--- src/rtl/i2c_pkg.sv ---
// Shared definitions for the I2C init sequencer: FSM encoding, table markers, entry layout.
package i2c_pkg;

  localparam logic [7:0] END_MARKER   = 8'hFF;
  localparam logic [7:0] DELAY_MARKER = 8'hFE;

  // Table entry layout: {slave_address, register, data}
  localparam int unsigned FieldW  = 8;
  localparam int unsigned AddrLsb = 16;
  localparam int unsigned RegLsb  = 8;
  localparam int unsigned DataLsb = 0;

  typedef struct packed {
    logic [7:0] slave;
    logic [7:0] regaddr;
    logic [7:0] data;
  } entry_t;

  localparam logic [3:0] StIdle    = 4'd0;
  localparam logic [3:0] StFetch   = 4'd1;
  localparam logic [3:0] StLatch   = 4'd2;
  localparam logic [3:0] StIssue   = 4'd3;
  localparam logic [3:0] StWait    = 4'd4;
  localparam logic [3:0] StGap     = 4'd5;
  localparam logic [3:0] StAdvance = 4'd6;
  localparam logic [3:0] StFinish  = 4'd7;
  localparam logic [3:0] StAbort   = 4'd8;

endpackage

--- src/rtl/i2c_gap_timer.sv ---
// Loadable down-counter with a zero flag; times inter-transaction gaps and delay commands.
module i2c_gap_timer #(
  parameter int unsigned W = 16
) (
  input  logic         clock,
  input  logic         reset,
  input  logic         load,
  input  logic [W-1:0] load_value,
  output logic         zero
);

  logic [W-1:0] count_q;

  always_ff @(posedge clock) begin
    if (reset) begin
      count_q <= '0;
    end else if (load) begin
      count_q <= load_value;
    end else if (count_q != '0) begin
      count_q <= count_q - 1'b1;
    end
  end

  assign zero = (count_q == '0);

endmodule

--- src/rtl/i2c_init_sequencer.sv ---
// Walks a table of I2C register writes and hands each to the byte-write engine, with retry and gap.
// Optional: define I2C_SEQ_DELAY_EN to treat slave address 8'hFE entries as delay commands.
module i2c_init_sequencer
  import i2c_pkg::*;
#(
  parameter int unsigned TABLE_AW   = 6,
  parameter int unsigned MAX_RETRY  = 3,
  parameter int unsigned GAP_CYCLES = 500,
  parameter int unsigned GAP_W      = 16
) (
  input  logic                clock,
  input  logic                reset,
  input  logic                start,
  output logic                busy,
  output logic                done,
  output logic                error,
  output logic [TABLE_AW-1:0] err_index,
  output logic [TABLE_AW-1:0] rom_addr,
  input  logic [23:0]         rom_data,
  output logic                wr_valid,
  input  logic                wr_ready,
  output logic [7:0]          wr_addr,
  output logic [7:0]          wr_reg,
  output logic [7:0]          wr_data,
  input  logic                wr_done,
  input  logic                wr_nack
);

`ifdef I2C_SEQ_DELAY_EN
  localparam int unsigned CntW = (GAP_W > 32) ? GAP_W : 32;
`else
  localparam int unsigned CntW = GAP_W;
`endif
  localparam int unsigned RetryW = (MAX_RETRY > 0) ? $clog2(MAX_RETRY + 1) : 1;
  localparam logic [RetryW-1:0] RetryMax = RetryW'(MAX_RETRY);

  logic [3:0]          state_q, state_d;
  logic [3:0]          pending_q, pending_d;
  logic [TABLE_AW-1:0] index_q, index_d;
  logic [TABLE_AW-1:0] err_index_q, err_index_d;
  logic [RetryW-1:0]   retry_q, retry_d;
  entry_t              entry_q, entry_d, rom_entry;
  logic                error_q, error_d;
  logic                timer_load, timer_zero;
  logic [CntW-1:0]     timer_value;
  logic                gap_go;
  logic [3:0]          gap_target;

  assign rom_entry = '{slave:   rom_data[AddrLsb +: FieldW],
                       regaddr: rom_data[RegLsb +: FieldW],
                       data:    rom_data[DataLsb +: FieldW]};

`ifdef I2C_SEQ_DELAY_EN
  logic [31:0] delay_cycles;
  assign delay_cycles = {16'd0, rom_entry.regaddr, rom_entry.data} * GAP_CYCLES;
`endif

  always_comb begin
    state_d     = state_q;
    pending_d   = pending_q;
    index_d     = index_q;
    err_index_d = err_index_q;
    retry_d     = retry_q;
    entry_d     = entry_q;
    error_d     = error_q;
    timer_load  = 1'b0;
    timer_value = '0;
    gap_go      = 1'b0;
    gap_target  = StIdle;

    case (state_q)
      StIdle: begin
        if (start) begin
          error_d = 1'b0;
          index_d = '0;
          retry_d = '0;
          state_d = StFetch;
        end
      end
      StFetch: state_d = StLatch;
      StLatch: begin
        entry_d = rom_entry;
        if (rom_entry.slave == END_MARKER) begin
          state_d = StFinish;
        end
`ifdef I2C_SEQ_DELAY_EN
        else if (rom_entry.slave == DELAY_MARKER) begin
          if (delay_cycles == '0) begin
            state_d = StAdvance;
          end else begin
            timer_load  = 1'b1;
            timer_value = CntW'(delay_cycles - 32'd1);
            pending_d   = StAdvance;
            state_d     = StGap;
          end
        end
`endif
        else begin
          state_d = StIssue;
        end
      end
      StIssue: begin
        if (wr_ready) state_d = StWait;
      end
      StWait: begin
        if (wr_done) begin
          if (!wr_nack) begin
            retry_d    = '0;
            gap_go     = 1'b1;
            gap_target = StAdvance;
          end else if (retry_q < RetryMax) begin
            retry_d    = retry_q + 1'b1;
            gap_go     = 1'b1;
            gap_target = StIssue;
          end else begin
            error_d     = 1'b1;
            err_index_d = index_q;
            state_d     = StAbort;
          end
        end
      end
      StGap: begin
        if (timer_zero) state_d = pending_q;
      end
      StAdvance: begin
        if (index_q == {TABLE_AW{1'b1}}) begin
          state_d = StFinish;
        end else begin
          index_d = index_q + 1'b1;
          state_d = StFetch;
        end
      end
      StFinish: state_d = StIdle;
      StAbort:  state_d = StIdle;
      default:  state_d = StIdle;
    endcase

    // The timer is loaded with N-1 so the GAP state lasts exactly N cycles; N=0 skips it.
    if (gap_go) begin
      pending_d = gap_target;
      if (GAP_CYCLES == 0) begin
        state_d = gap_target;
      end else begin
        timer_load  = 1'b1;
        timer_value = CntW'(GAP_CYCLES - 1);
        state_d     = StGap;
      end
    end
  end

  always_ff @(posedge clock) begin
    if (reset) begin
      state_q     <= StIdle;
      pending_q   <= StIdle;
      index_q     <= '0;
      err_index_q <= '0;
      retry_q     <= '0;
      entry_q     <= '0;
      error_q     <= 1'b0;
    end else begin
      state_q     <= state_d;
      pending_q   <= pending_d;
      index_q     <= index_d;
      err_index_q <= err_index_d;
      retry_q     <= retry_d;
      entry_q     <= entry_d;
      error_q     <= error_d;
    end
  end

  i2c_gap_timer #(
    .W (CntW)
  ) u_gap_timer (
    .clock      (clock),
    .reset      (reset),
    .load       (timer_load),
    .load_value (timer_value),
    .zero       (timer_zero)
  );

  assign busy      = (state_q != StIdle) && (state_q != StFinish) && (state_q != StAbort);
  assign done      = (state_q == StFinish);
  assign error     = error_q;
  assign err_index = err_index_q;
  assign rom_addr  = index_q;
  assign wr_valid  = (state_q == StIssue);
  assign wr_addr   = entry_q.slave;
  assign wr_reg    = entry_q.regaddr;
  assign wr_data   = entry_q.data;

endmodule

--- config.mk ---
export PLATFORM = sky130hd
export DESIGN_NAME = i2c_init_sequencer
export DESIGN_NICKNAME = d
export VERILOG_FILES = /design/src/rtl/i2c_pkg.sv /design/src/rtl/i2c_gap_timer.sv /design/src/rtl/i2c_init_sequencer.sv
export SDC_FILE = /design/constraint.sdc
export NUM_CORES = 1
export LEC_CHECK = 0
export BUFFER_PORTS_ARGS = -buffer_cell sky130_fd_sc_hd__buf_2
export CELL_PAD_IN_SITES_DETAIL_PLACEMENT = 1
export CELL_PAD_IN_SITES_GLOBAL_PLACEMENT = 1
export CORE_ASPECT_RATIO = 1.2
export CORE_MARGIN = 4
export CORE_UTILIZATION = 39
export CTS_CLUSTER_DIAMETER = 200
export DETAILED_ROUTE_END_ITERATION = 6
export MAX_ROUTING_LAYER = met4
export PLACE_DENSITY = 0.85
export SETUP_SLACK_MARGIN = 0.05
export SLEW_MARGIN = 10
export SYNTH_ARGS = -nofsm -noshare
export SYNTH_HDL_FRONTEND = slang
export SYNTH_HIERARCHICAL = 1
export SYNTH_SLANG_ARGS = --single-unit
--- constraint.sdc ---
create_clock -name clock -period 2.8 [get_ports clock]
set_input_delay 0.56 -clock clock [delete_from_list [all_inputs] [get_ports clock]]
set_output_delay 0.56 -clock clock [all_outputs]
set_load 0.1 [all_outputs]
==> metrics.yaml <==
peakVddDrop_mv: 0.367
antenna_left: 0
wl_per_cell_um: 15.7
path_clk_slew_ns: 0.07
cts_setup_buffers: 0
reg2reg_depth: 10
largest-register: "u_gap_timer/count_q"
crit_end: "state_q[1]"
fp.dieH_um: 104
num_vias: 2953
slew_violations: 0
nNetsFinal: 486
core_mm2: 0.00736
initialDrtViolationCount: 137
drtPass1Iterations: 4
hold_viol: 0
p_int_mw: 1.80
syn-instance-count: 370
status: "completed"
ys_seq_area_share_pct: 41.5
drv_cap: 0
grt_setup_unrepaired: "false"
ys_ff_latch: 62
cts_tree: "yes"
grt_max_degree: 34
pwr-share-clk_pct: 26.6
grt_pass1_wl_mm: 14.0
crit_fanout: 5
p_sw_mw: 1.18
grt_pass1_vias: 2917
die_w_um: 88.0
r2r-end: "state_q[1]"
synth_top_family_by_area: "simple AND/OR/NAND/NOR gates"
largest_reg_flops: 16
placed_cells: 532
syn-cell-area_mm2: 0.00299
yosys.area_share.xor_xnor_pct: 2.63
antenna_found_initial: 0
hold_class: "input port to flop"
period_minus_slack_ns: 2.59
setup_tns_ns: 0
arrival_ns: 2.86
avgSynthCellArea_um2: 8.09
diodes: 0
start_util_pct: 40.7
ctsHoldBuffers: 0
clock_skew_ns: 0.00997
setup_viol: 0
cts_sinks: 62
fmax_mhz: 385
postRouteWirelength_mm: 8.63
cp-end-kind: "flop"
pin_count: 70
viasPerCell: 5.39
synth_mux_area_share_pct: 3.34
place.port_buffers: 69
crit_path_start: "u_gap_timer/count_q[0]"
max_slew_margin_pct: 53.4
hold_start: "rom_data[14]"
dp_hpwl_mm: 6.18
async_flop_share_pct: 0
grt-ovfl-total: 0
power_frac_comb_pct: 37.2
cts_root_buffer: "clkbuf_8"
synthTopCellsByCount: "78 x nand2_1, 62 x dfxtp_1, 42 x a21oi_1, 20 x nor2_1"
globalRouteTotalUtil_pct: 19.7
worst_pin_slew_ns: 0.699
power_density_mw_per_mm2: 802
numCtsBuffers: 9
synth_edf_count: 0
switching_share_pct: 39.5
syn2layout_area_growth_pct: 24.1
drc_errors: 0
fin_crit_sh_pct: 92.7
synth.most_common_cell: "nand2_1"
synthAdderAreaFrac_pct: 1.25
cts_buffer_depth: 2
required_ns: 3.07
ctsResizeCount: 0
yosys.area_share.simple_pct: 29.1
insertion_delay_ns: 0.35
cts_max_level: 3
synth_top_cell_area_share_pct: 41.5
timing.rr.start: "u_gap_timer/count_q[0]"
ys_types: 61
yosysTopAreaCell: "dfxtp_1"
stdcell_count: 548
drive_gt1_share_pct: 25.3
cp-start-kind: "flop"
dieArea_mm2: 0.00915
synthTopCellsByArea: "dfxtp_1 41%, nand2_1 9.8%, a21oi_1 7.0%"
synth_flop_cell: "dfxtp_1"
rows: 34
gp_congestion: 0.839
ys.warnings.count: 6
regToRegSetupSlack_ns: 0.21
p_leak_nw: 1.57
path_class: "flop to flop"
p_seq_share_pct: 36.2
synth_compound_area_share_pct: 17.9
==> power by group through the flow <==
stage	Clock, mW	Combinational, mW	Sequential, mW
6_report	0.793	1.11	1.08
5_1_grt	0.852	1.20	1.09
4_1_cts	0.809	1.11	1.08
2_1_floorplan	0	0.690	1.26
3_3_place_gp	0	1.05	1.09
3_5_place_dp	0	1.09	1.10
==> metrics by stage <==
| stage | util (%) | power, mW | area, µm² | setup slack (ns) | hold slack [ns] |
|---|---|---|---|---|---|
| after floorplan | - | 1.95 | 3050 | 0.206 | 0.441 |
| after global placement | 47.7 | 2.14 | 3510 | 0.266 | 0.438 |
| after detailed placement | 47.7 | 2.19 | 3510 | 0.116 | 0.446 |
| after CTS | 50.4 | 2.99 | 3710 | 0.0554 | 0.434 |
| after global routing | 50.5 | 3.15 | 3710 | 0.0589 | 0.447 |
| final | 50.5 | 2.98 | 3710 | 0.205 | 0.440 |
==> worst min-delay path by stage <==
stage              endpoint  slack, ns  cells after the start
6_report          wr_reg[6]       0.44                      3
5_1_grt          wr_data[1]       0.45                      3
4_1_cts           wr_reg[6]       0.43                      3
3_5_place_dp     wr_data[3]       0.45                      2
3_3_place_gp     wr_data[6]       0.44                      2
2_1_floorplan  pending_q[1]       0.44                      1
==> per-layer routing <==
metal | track usage (%) | routed length, µm | vias to the layer above
met5 | - | 0 | -
met4 | 8.77 | 222 | 0
met3 | 3.09 | 410 | 19
met2 | 32.5 | 4360 | 73
met1 | 23.3 | 3640 | 1399
li1 | - | - | 1462
==> cells in the final DEF (no fill, tap or decap), types with 3 or more instances in the layout <==
cell type,count
nand2_1,78
buf_2,69
dfxtp_1,62
a21oi_1,42
nor2_1,18
conb_1,14
buf_4,12
nor3_1,11
o21ai_0,10
mux2i_1,10
clkbuf_8,10
nand3_1,8
xnor2_1,8
inv_1,7
nand2b_1,6
or3_1,5
nand4_1,5
and3_1,4
nor4_1,4
or2_2,4
o21ai_1,4
nor3b_1,3
ha_1,3
clkinv_2,3
o31ai_1,3
==> area by class of cell <==
type                       instances  area, µm²
inverter                           7       26.3
fill                             922       3650
multi-input combinational        292       1700
clock inverter                     6       61.3
sequential                        62       1240
tap                               90        113
clock buffer                      10        138
timing repair buffer              81        435
==> worst max-delay path: stages (launching register included) <==
cell     delay, ns
dfxtp_1       0.34
inv_1         0.09
ha_1          0.21
or3b_2        0.48
or4_4         0.59
nor2_4        0.13
nor3b_1       0.06
o21ai_1       0.23
buf_4         0.16
a32oi_1       0.09
nor3_1        0.15
==> cells by family (layout without fill, tap and decap cells) <==
family	count (synthesis)	count (layout)
adders and majority gates	3	3
other	1	14
DFF	62	62
and+or+nand+nor	170	170
AOI/OAI and AO/OA	86	86
muxes	10	10
buffers and inverters	29	104
xor gates and xnor gates	9	9
Note: power is estimated with default switching activity, not from simulation.
